<file path="src/rtl/nibble_serial_pkg.sv">
// nibble_serial_pkg: shared definitions for the nibble-serial adder controller.
//   state_t   - controller state encoding (2 bits; code 2'd3 is unused)
//   NIBBLE_W  - width of one nibble handed to the external adder
//   cnt_width - counter width needed to index NIB nibbles (clog2, minimum 1)
package nibble_serial_pkg;

  typedef enum logic [1:0] {
    IDLE = 2'd0,
    RUN  = 2'd1,
    DONE = 2'd2
  } state_t;

  localparam int NIBBLE_W = 4;

  function automatic int cnt_width(input int nib);
    int w;
    w = 1;
    while ((1 << w) < nib) begin
      w = w + 1;
    end
    return w;
  endfunction

endpackage

</file>
<file path="src/rtl/nibble_serial_adder_shift.sv">
// nibble_shift_reg: WIDTH-bit register with parallel load, shift right by one
// nibble, and insertion of a new nibble at the MSB end.
// Ports:
//   clk, rst  - clock, asynchronous active-high reset (clears q)
//   load      - load load_val (has priority over shift)
//   load_val  - parallel load value
//   shift     - shift right by NIBBLE_W, inserting ins at the top
//   ins       - nibble inserted at the MSB on shift
//   q         - register contents
module nibble_shift_reg
  import nibble_serial_pkg::*;
#(
  parameter int WIDTH = 16
) (
  input  logic                clk,
  input  logic                rst,
  input  logic                load,
  input  logic [WIDTH-1:0]    load_val,
  input  logic                shift,
  input  logic [NIBBLE_W-1:0] ins,
  output logic [WIDTH-1:0]    q
);

  // Storage: load wins over shift; otherwise hold.
  always_ff @(posedge clk or posedge rst) begin
    if (rst) begin
      q <= {WIDTH{1'b0}};
    end else if (load) begin
      q <= load_val;
    end else if (shift) begin
      q <= {ins, q[WIDTH-1:NIBBLE_W]};
    end else begin
      q <= q;
    end
  end

endmodule

</file>
<file path="src/rtl/nibble_serial_adder.sv">
// nibble_serial_adder: WIDTH-bit adder controller that drives an external
// 4-bit ripple-carry adder one nibble per clock, LSB nibble first.
// Optional feature macro: NIBBLE_SERIAL_ADDER_SUB_EN adds an op_sub input;
// when set at accept, the result is op_a - op_b (cout=1 means no borrow).
// Ports:
//   clk, rst            - clock, asynchronous active-high reset
//   in_valid/in_ready   - operand handshake (op_a, op_b, cin [, op_sub])
//   add_a/add_b/add_cin - nibble operands and carry to the external adder
//   add_sum/add_cout    - combinational response of the external adder
//   out_valid/out_ready - result handshake (result, cout)
module nibble_serial_adder
  import nibble_serial_pkg::*;
#(
  parameter int WIDTH = 16
) (
  input  logic                clk,
  input  logic                rst,
  input  logic                in_valid,
  output logic                in_ready,
  input  logic [WIDTH-1:0]    op_a,
  input  logic [WIDTH-1:0]    op_b,
  input  logic                cin,
`ifdef NIBBLE_SERIAL_ADDER_SUB_EN
  input  logic                op_sub,
`endif
  output logic [NIBBLE_W-1:0] add_a,
  output logic [NIBBLE_W-1:0] add_b,
  output logic                add_cin,
  input  logic [NIBBLE_W-1:0] add_sum,
  input  logic                add_cout,
  output logic                out_valid,
  input  logic                out_ready,
  output logic [WIDTH-1:0]    result,
  output logic                cout
);

  localparam int NIB = WIDTH / NIBBLE_W;
  localparam int CW  = cnt_width(NIB);
  localparam logic [CW-1:0] LAST_CNT = CW'(NIB - 1);

  state_t            state_r;
  logic [CW-1:0]     cnt_r;
  logic              carry_r;
  logic              load_s;
  logic              shift_s;
  logic [WIDTH-1:0]  b_load_s;
  logic              carry_load_s;
  logic [WIDTH-1:0]  a_q_s;
  logic [WIDTH-1:0]  b_q_s;
  logic [WIDTH-1:0]  res_q_s;
  // Only the low nibble of the operand shifters is ever observed.
  logic              unused_hi_s;

  assign unused_hi_s = ^{a_q_s[WIDTH-1:NIBBLE_W], b_q_s[WIDTH-1:NIBBLE_W]};
  assign load_s      = (state_r == IDLE) && in_valid;
  assign shift_s     = (state_r == RUN);

  // Operand preparation at accept: subtraction is A + ~B + 1.
  always_comb begin
`ifdef NIBBLE_SERIAL_ADDER_SUB_EN
    if (op_sub) begin
      b_load_s     = ~op_b;
      carry_load_s = 1'b1;
    end else begin
      b_load_s     = op_b;
      carry_load_s = cin;
    end
`else
    b_load_s     = op_b;
    carry_load_s = cin;
`endif
  end

  nibble_shift_reg #(.WIDTH(WIDTH)) u_a_sh (
    .clk      (clk),
    .rst      (rst),
    .load     (load_s),
    .load_val (op_a),
    .shift    (shift_s),
    .ins      ({NIBBLE_W{1'b0}}),
    .q        (a_q_s)
  );

  nibble_shift_reg #(.WIDTH(WIDTH)) u_b_sh (
    .clk      (clk),
    .rst      (rst),
    .load     (load_s),
    .load_val (b_load_s),
    .shift    (shift_s),
    .ins      ({NIBBLE_W{1'b0}}),
    .q        (b_q_s)
  );

  // Result fills from the top so that after NIB shifts nibble 0 sits at the LSB.
  nibble_shift_reg #(.WIDTH(WIDTH)) u_res_sh (
    .clk      (clk),
    .rst      (rst),
    .load     (load_s),
    .load_val ({WIDTH{1'b0}}),
    .shift    (shift_s),
    .ins      (add_sum),
    .q        (res_q_s)
  );

  // Controller FSM: state, nibble counter and inter-nibble carry.
  always_ff @(posedge clk or posedge rst) begin
    if (rst) begin
      state_r <= IDLE;
      cnt_r   <= {CW{1'b0}};
      carry_r <= 1'b0;
    end else begin
      case (state_r)
        IDLE: begin
          if (in_valid) begin
            state_r <= RUN;
            cnt_r   <= {CW{1'b0}};
            carry_r <= carry_load_s;
          end else begin
            state_r <= IDLE;
          end
        end
        RUN: begin
          carry_r <= add_cout;
          cnt_r   <= cnt_r + CW'(1);
          if (cnt_r == LAST_CNT) begin
            state_r <= DONE;
          end else begin
            state_r <= RUN;
          end
        end
        DONE: begin
          if (out_ready) begin
            state_r <= IDLE;
          end else begin
            state_r <= DONE;
          end
        end
        default: begin
          state_r <= IDLE;
          cnt_r   <= {CW{1'b0}};
          carry_r <= 1'b0;
        end
      endcase
    end
  end

  // Output decode: adder operands only in RUN, result only in DONE.
  always_comb begin
    in_ready  = (state_r == IDLE);
    out_valid = (state_r == DONE);
    if (state_r == RUN) begin
      add_a   = a_q_s[NIBBLE_W-1:0];
      add_b   = b_q_s[NIBBLE_W-1:0];
      add_cin = carry_r;
    end else begin
      add_a   = {NIBBLE_W{1'b0}};
      add_b   = {NIBBLE_W{1'b0}};
      add_cin = 1'b0;
    end
    if (state_r == DONE) begin
      result = res_q_s;
      cout   = carry_r;
    end else begin
      result = {WIDTH{1'b0}};
      cout   = 1'b0;
    end
  end

endmodule

</file>
<file path="config.mk">
export PLATFORM = sky130hd
export DESIGN_NAME = nibble_serial_adder
export DESIGN_NICKNAME = d
export VERILOG_FILES = /design/src/rtl/nibble_serial_pkg.sv /design/src/rtl/nibble_serial_adder_shift.sv /design/src/rtl/nibble_serial_adder.sv
export SDC_FILE = /design/constraint.sdc
export NUM_CORES = 1
export LEC_CHECK = 0
export CORE_MARGIN = 3
export CORE_UTILIZATION = 35
export CTS_BUF_LIST = sky130_fd_sc_hd__clkbuf_4 sky130_fd_sc_hd__clkbuf_8
export DETAILED_ROUTE_END_ITERATION = 8
export PLACE_DENSITY = 0.63
export SETUP_SLACK_MARGIN = 0.02
export SLEW_MARGIN = 20
export SYNTH_ARGS = -nofsm -noshare
export SYNTH_HDL_FRONTEND = slang
export SYNTH_SLANG_ARGS = --single-unit
</file>
<file path="constraint.sdc">
create_clock -name clk -period 2.9 [get_ports clk]
set_input_delay 0.29 -clock clk [delete_from_list [all_inputs] [get_ports clk]]
set_output_delay 0.29 -clock clk [all_outputs]
set_load 0.005 [all_outputs]
</file>
==> results of run 1 <==
-- metrics by stage --
step / hold slack (ps) / total power, W / setup slack (ps) / cells
floorplan: 399 / 0.00224 / 1320 / 213
global placement: 478 / 0.00261 / 889 / 345
detailed placement: 484 / 0.00264 / 859 / 345
CTS: 272 / 0.00323 / 594 / 353
global route: 272 / 0.00344 / 464 / 353
finish: 265 / 0.00319 / 626 / 353
-- flip-flops by register name, summed over array words and instances, names as in the netlist --
register    flops
state_r         2
u_a_sh.q       16
u_b_sh.q       16
carry_r         1
cnt_r           2
u_res_sh.q     16
-- layer usage --
layer | vias to the layer above | global-route usage [%]
met1 | 923 | 23.0
li1 | 893 | -
met5 | - | 0
met2 | 45 | 22.8
met3 | 4 | 3.07
met4 | 0 | 3.71
-- path summary, 6_finish.rpt --
path	startpoint	endpoint	slack, ps	cells after the start
worst min register to register	u_res_sh.q[1]	u_res_sh.q[1]	500	1
max in group asynchronous	rst	u_a_sh.q[11]	2030	3
worst min-delay path	rst	u_b_sh.q[4]	260	2
min in group clk	u_res_sh.q[1]	u_res_sh.q[1]	500	1
worst max register to register	state_r[0]	u_b_sh.q[10]	860	3
worst max-delay path	state_r[0]	result[9]	630	4
-- cell type report --
type | instances | area, µm² | share of cell area [%]
Clock buffer | 5 | 68.8 | 2.17
Clock inverter | 3 | 65.1 | 2.05
Inverter | 4 | 15.0 | 0.473
Multi-Input combinational cell | 138 | 882 | 27.8
Sequential cell | 53 | 1330 | 41.8
Tap cell | 77 | 96.3 | 3.04
Timing Repair Buffer | 73 | 721 | 22.7
-- synthesized netlist by cell type --
| library cell | count | area share (%) |
|---|---|---|
| o21ba_2 | 1 | 0.42 |
| a221o_1 | 1 | 0.42 |
| buf_6 | 7 | 3.3 |
| ha_1 | 1 | 0.53 |
| o22ai_1 | 24 | 6.3 |
| a22o_2 | 6 | 2.5 |
| and2_4 | 1 | 0.37 |
| nor2_4 | 1 | 0.48 |
| a21oi_1 | 26 | 5.5 |
| buf_2 | 3 | 0.63 |
| nand2b_1 | 1 | 0.26 |
| and3_2 | 1 | 0.32 |
| o21ai_4 | 1 | 0.69 |
| clkbuf_1 | 3 | 0.48 |
| mux2_2 | 1 | 0.48 |
| o22ai_2 | 1 | 0.53 |
| and2_1 | 17 | 4.5 |
| buf_4 | 5 | 1.6 |
| a22o_1 | 19 | 7.0 |
| dfrtp_1 | 53 | 56 |
| inv_1 | 2 | 0.32 |
| nor2_1 | 24 | 3.8 |
| nor2_2 | 1 | 0.26 |
| and3_1 | 9 | 2.4 |
| nand2_1 | 1 | 0.16 |
| nor2b_1 | 1 | 0.26 |
| inv_2 | 2 | 0.32 |
-- critical path: stages, from the launching register on --
cell and delay (ps):
dfrtp_1 610, nor2b_1 200, buf_4 210, and2_1 160
clkdlybuf4s50_1 490
-- kinds of logic after synthesis --
logic type               after synthesis  synth area share, %
AO/OA/AOI/OAI                         79                 23.5
adder cells (fa/ha/maj)                1                0.529
flip-flops                            53                 56.1
AND/OR/NAND/NOR                       57                 12.8
multiplexers                           1                0.476
buffers and inverters                 22                 6.66
-- where the power goes --
part,total [W],switching [W],leakage (nW),internal (W)
sequential,0.00129,0.000226,0.658,0.00107
clock,0.000579,0.000237,0.0681,0.000343
combinational,0.00132,0.000629,0.643,0.000693
total,0.00319,0.00109,1.37,0.00210
-- placed cells by master (no fill, tap or decap), drive strengths merged --
cell,count
clkdlybuf4s50,69
dfrtp,53
a21oi,26
nor2,26
o22ai,25
a22o,25
and2,18
and3,10
clkbuf,5
buf,4
inv,4
bufinv,2
nand2b,1
o21ba,1
o21ai,1
mux2,1
nor2b,1
nand2,1
a221o,1
ha,1
clkinv,1
==> load_flow_metrics.sql, run 1 <==
INSERT INTO impl_metrics (metric_group, metric, value, unit) VALUES
('status', 'status', 'finished, final reports clean', ''),
('floorplan', 'core_region_area', '0.00646', 'mm²'),
('yosys', 'netlist-cell-type-count', '27', ''),
('worst_setup_path', 'timing.critical_path.arrival', '1980', 'ps'),
('timing', 'fmax', '440', 'MHz'),
('cells_and_area', 'layout.cell_area.non_filler', '0.00317', 'mm²'),
('timing', 'slew_headroom', '35.7', '%'),
('cts', 'clock_sinks', '53', ''),
('floorplan', 'row_count', '29', ''),
('floorplan', 'fp.dieArea', '0.00778', 'mm²'),
('global_routing', 'grtUsageTotal', '15.3', '%'),
('cells_and_area', 'antenna_cells', '0', ''),
('power_and_ir_drop', 'total_leakage_power', '1.37', 'nW'),
('cells_and_area', 'final_net_count', '318', ''),
('global_routing', 'grt_pass1_wl', '9250', 'µm'),
('worst_setup_path', 'critical_path.endpoint_type', 'output pin', ''),
('floorplan', 'pin_count', '70', ''),
('timing', 'unrepaired_setup_endpoints_after_global_routing', 'false', ''),
('detailed_routing', 'met2_length', '2730', 'µm'),
('yosys', 'syn_nets', '256', ''),
('cts', 'clk_root_buffer_cell', 'clkbuf_8', ''),
('cells_and_area', 'num-fill-cells', '612', ''),
('cts', 'cts-buffers-inserted', '5', ''),
('detailed_routing', 'ant_nets', '0', ''),
('floorplan', 'die_width', '88.2', 'µm'),
('global_routing', 'pin_count_of_the_biggest_net_entering_global_routing', '27', ''),
('floorplan', 'height_of_the_die', '88.2', 'µm'),
('global_routing', 'initial_antenna_violation_count', '0', ''),
('cells_and_area', 'area_delta_synth_final', '34.2', '%'),
('detailed_routing', 'vias_per_cell', '5.28', ''),
('worst_setup_path', 'maximum_fanout_count_along_the_critical_path', '19', ''),
('yosys', 'netlist_area_before_placement', '0.00237', 'mm²'),
('detailed_routing', 'routedWlPerCell', '16.1', 'µm'),
('worst_setup_path', 'setup.worst_path.class', 'reg -> out', ''),
('timing', 'finalSetupViolCount', '0', ''),
('yosys', 'synthesis.area_per_instance', '11.1', 'µm²'),
('detailed_routing', 'drt_iter0_drc', '106', ''),
('job', 'maxCapViolCount', '0', ''),
('cts', 'cts.hold.buffers_added', '0', ''),
('yosys', 'register_area_share_after_synthesis', '56.1', '%'),
('detailed_routing', 'routed_wl', '5690', 'µm'),
('yosys', 'synth-warning-count', '0', ''),
('cts', 'cts_tree', 'built', ''),
('worst_setup_path', 'setup.worst_path.start_class', 'flip-flop', ''),
('yosys', 'register_bit_total_from_synthesis', '53', ''),
('timing', 'timing_hold_violations_final', '0', ''),
('detailed_routing', 'via_count', '1865', ''),
('timing', 'slew_of_the_pin_with_the_lowest_slew_margin', '964', 'ps'),
('detailed_routing', 'drt-met1-wl', '2670', 'µm'),
('power_and_ir_drop', 'power_density', '1010', 'mW/mm²'),
('timing', 'fin_crit_sh', '78.4', '%'),
('timing', 'final_min_period', '2270', 'ps'),
('cells_and_area', 'share_of_the_core_filled_with_cells_in_the_final_layout', '49.1', '%'),
('worst_setup_path', 'worstPathRequired', '2610', 'ps'),
('global_routing', 'first_global_vias', '1862', ''),
('detailed_routing', 'drc_errors', '0', ''),
('placed_design', 'port-buffer-count', '69', ''),
('min_path', 'min-delay-path-class', 'in -> async', ''),
('detailed_routing', 'dr.max_layer_used', 'met4', ''),
('power_and_ir_drop', 'max-vdd-ir-drop', '0.472', 'mV'),
('yosys', 'netlist_instances', '213', ''),
('timing', 'final.setup.tns', '0', 'ps'),
('cts', 'postCtsSetupBuffers', '0', ''),
('floorplan', 'effective_utilization_at_floorplan', '36.6', '%'),
('cts', 'htreeDepth', '2', ''),
('cts', 'postCtsResizedCells', '0', ''),
('placed_design', 'globalplace.congestion', '0.783', ''),
('timing', 'slew_viol_final', '0', ''),
('cts', 'clkLatencyLatePin', '300', 'ps'),
('global_routing', 'overflow', '0', ''),
('placed_design', 'detailed_place_hpwl', '3950', 'µm'),
('cts', 'path_clk_slew', '100', 'ps'),
('cells_and_area', 'final_layout_size_suffix_gt1_share', '10.5', '%'),
('detailed_routing', 'wl_met3', '232', 'µm'),
('timing', 'clock_skew', '6.46', 'ps'),
('detailed_routing', 'drt-pass1-iter-count', '4', ''),
('cts', 'ctsLongestPathBuffers', '2', ''),
('placed_design', 'placed_inst_area', '0.00304', 'mm²');
No activity file was read; power rests on OpenSTA's default activity.
==> run 2, diff against run 1 <==
==> constraint.sdc (replaced) <==
create_clock -name clk -period 2.24 [get_ports clk]
set_input_delay 0.224 -clock clk [delete_from_list [all_inputs] [get_ports clk]]
set_output_delay 0.224 -clock clk [all_outputs]
set_load 0.005 [all_outputs]
==> run 2 against run 1 <==
Compared with the run above: sequential cell count unchanged; critical path depth unchanged; combinational power up 37%; clock power grew 8.6%; first-iteration DRC count up 24%; wire length increased by 2.3%; global-route usage fell by 0.11 points; worst hold slack improved by 15 ps; total power grew 28%; count of clock-buffer cells in the layout did not move; die area unchanged; largest power group unchanged.
==> load_flow_metrics.sql, run 2 (synthesized netlist as in run 1, its figures left out) <==
INSERT INTO impl_metrics (metric_group, metric, value, unit) VALUES
('placed_design', 'port-buffer-count', '69', ''),
('floorplan', 'row_count', '29', ''),
('timing', 'clock_skew', '9.48', 'ps'),
('cts', 'cts.hold.buffers_added', '0', ''),
('worst_setup_path', 'worstPathRequired', '2020', 'ps'),
('placed_design', 'detailed_place_hpwl', '4040', 'µm'),
('cts', 'clock_sinks', '53', ''),
('floorplan', 'height_of_the_die', '88.2', 'µm'),
('timing', 'slew_of_the_pin_with_the_lowest_slew_margin', '558', 'ps'),
('detailed_routing', 'routed_wl', '5820', 'µm'),
('global_routing', 'pin_count_of_the_biggest_net_entering_global_routing', '28', ''),
('floorplan', 'pin_count', '70', ''),
('timing', 'final.setup.tns', '0', 'ps'),
('timing', 'fin_crit_sh', '92.1', '%'),
('global_routing', 'overflow', '0', ''),
('floorplan', 'die_width', '88.2', 'µm'),
('cells_and_area', 'num-fill-cells', '620', ''),
('cts', 'clkLatencyLatePin', '310', 'ps'),
('detailed_routing', 'drt-pass1-iter-count', '4', ''),
('worst_setup_path', 'setup.worst_path.class', 'reg -> out', ''),
('global_routing', 'initial_antenna_violation_count', '0', ''),
('global_routing', 'grtUsageTotal', '15.2', '%'),
('worst_setup_path', 'regToRegSetupSlack', '480', 'ps'),
('cells_and_area', 'biggest_registers_after_layout', 'u_a_sh.q: 16 flops, u_b_sh.q: 16 flops, u_res_sh.q: 16 flops', ''),
('placed_design', 'placed_inst_area', '0.00308', 'mm²'),
('cells_and_area', 'layout.cells.most_common_list', 'clkdlybuf4s50_1 (69), dfrtp_1 (53), a21oi_1 (26)', ''),
('global_routing', 'first_global_vias', '1776', ''),
('cts', 'htreeDepth', '2', ''),
('timing', 'unrepaired_setup_endpoints_after_global_routing', 'false', ''),
('worst_setup_path', 'setup.worst_path.start_class', 'flip-flop', ''),
('cells_and_area', 'final_net_count', '323', ''),
('worst_setup_path', 'ff2ff_path_depth', '5', ''),
('cts', 'postCtsSetupBuffers', '0', ''),
('power_and_ir_drop', 'total_leakage_power', '1.38', 'nW'),
('cells_and_area', 'layout_commonest_cell', 'clkdlybuf4s50_1', ''),
('placed_design', 'globalplace.congestion', '0.818', ''),
('detailed_routing', 'drc_errors', '0', ''),
('detailed_routing', 'ant_nets', '0', ''),
('cells_and_area', 'area_delta_synth_final', '34.5', '%'),
('detailed_routing', 'via_count', '1854', ''),
('worst_setup_path', 'critical_path.endpoint_type', 'output pin', ''),
('cts', 'cts-buffers-inserted', '5', ''),
('worst_setup_path', 'cpPeakStageDelay', '500', 'ps'),
('detailed_routing', 'routedWlPerCell', '16.3', 'µm'),
('power_and_ir_drop', 'power_density', '1280', 'mW/mm²'),
('cells_and_area', 'layout.cell_area.non_filler', '0.00318', 'mm²'),
('job', 'maxCapViolCount', '0', ''),
('timing', 'slew_headroom', '62.8', '%'),
('cts', 'cts_tree', 'built', ''),
('timing', 'timing_hold_violations_final', '0', ''),
('timing', 'finalSetupViolCount', '0', ''),
('detailed_routing', 'vias_per_cell', '5.19', ''),
('worst_setup_path', 'cpMaxStageDelayCell', 'clkdlybuf4s50_1', ''),
('worst_setup_path', 'r2r-start', 'state_r[1]', ''),
('status', 'status', 'finished, final reports clean', ''),
('cells_and_area', 'final_layout_size_suffix_gt1_share', '11.8', '%'),
('floorplan', 'effective_utilization_at_floorplan', '36.6', '%'),
('cells_and_area', 'antenna_cells', '0', ''),
('worst_setup_path', 'critical_path.cell_chain', 'nor2b_1 > buf_4 > and2_1 > clkdlybuf4s50_1', ''),
('detailed_routing', 'drt_iter0_drc', '131', ''),
('worst_setup_path', 'r2r-end', 'u_b_sh.q[12]', ''),
('timing', 'final_min_period', '2060', 'ps'),
('global_routing', 'grt_pass1_wl', '9130', 'µm'),
('timing', 'slew_viol_final', '0', ''),
('cts', 'clk_root_buffer_cell', 'clkbuf_8', ''),
('worst_setup_path', 'maximum_fanout_count_along_the_critical_path', '19', ''),
('floorplan', 'core_region_area', '0.00646', 'mm²'),
('power_and_ir_drop', 'max-vdd-ir-drop', '0.628', 'mV'),
('timing', 'fmax', '485', 'MHz'),
('floorplan', 'fp.dieArea', '0.00778', 'mm²'),
('min_path', 'min-delay-path-class', 'in -> async', ''),
('cts', 'ctsLongestPathBuffers', '2', ''),
('worst_setup_path', 'timing.critical_path.arrival', '1840', 'ps'),
('cts', 'path_clk_slew', '100', 'ps'),
('cts', 'postCtsResizedCells', '0', '');
[run 2: how the worst max path moves through the flow]
stage | from | end | slack, ps | depth (start not counted)
detailed placement | state_r[1] | u_b_sh.q[12] | 510 | 5
global route | state_r[1] | add_b[0] | 60 | 3
global placement | state_r[1] | result[2] | 530 | 4
floorplan | rst | carry_r | 730 | 1
finish | state_r[1] | result[8] | 180 | 4
CTS | state_r[1] | result[8] | 170 | 4
[run 2: metal layers]
layer	wire, µm	GRT usage, %	vias to the layer above
met5	0	0	-
met1	2700	22.9	909
met3	231	3.26	5
met2	2830	22.4	41
li1	-	-	899
met4	57	3.71	0
[run 2: power by group]
part | switching, W | internal (W) | leakage, nW | total (W)
combinational | 0.000875 | 0.000940 | 0.666 | 0.00181
sequential | 0.000256 | 0.00138 | 0.658 | 0.00164
clock | 0.000303 | 0.000325 | 0.0540 | 0.000629
total | 0.00143 | 0.00265 | 1.38 | 0.00408
[run 2: final cells by class]
class	instances	area [µm²]	area share [%]
well taps	77	96.3	3.03
inverters	4	15.0	0.472
repair buffers	78	758	23.8
multi-input cells	138	882	27.7
clock inverters	2	35.0	1.10
flip-flops and latches	53	1330	41.7
clock buffers	5	68.8	2.16
[run 2: stage by stage]
stage | util, % | std cells | hold slack, ps | total power, W | setup WS [ps]
after detailed placement | 47.7 | 350 | 483 | 0.00347 | 509
after floorplan | - | 213 | 333 | 0.00290 | 730
after global placement | 47.7 | 350 | 475 | 0.00343 | 526
after CTS | 49.3 | 357 | 305 | 0.00411 | 171
final | 49.3 | 357 | 280 | 0.00408 | 177
after global routing | 49.3 | 357 | 321 | 0.00439 | 61.7
[run 2: critical path: cells and delay by family (launching register included)]
family / cells / cell delay (ps)
buf+inv: 2 / 710
flops: 1 / 490
simple gates: 2 / 330
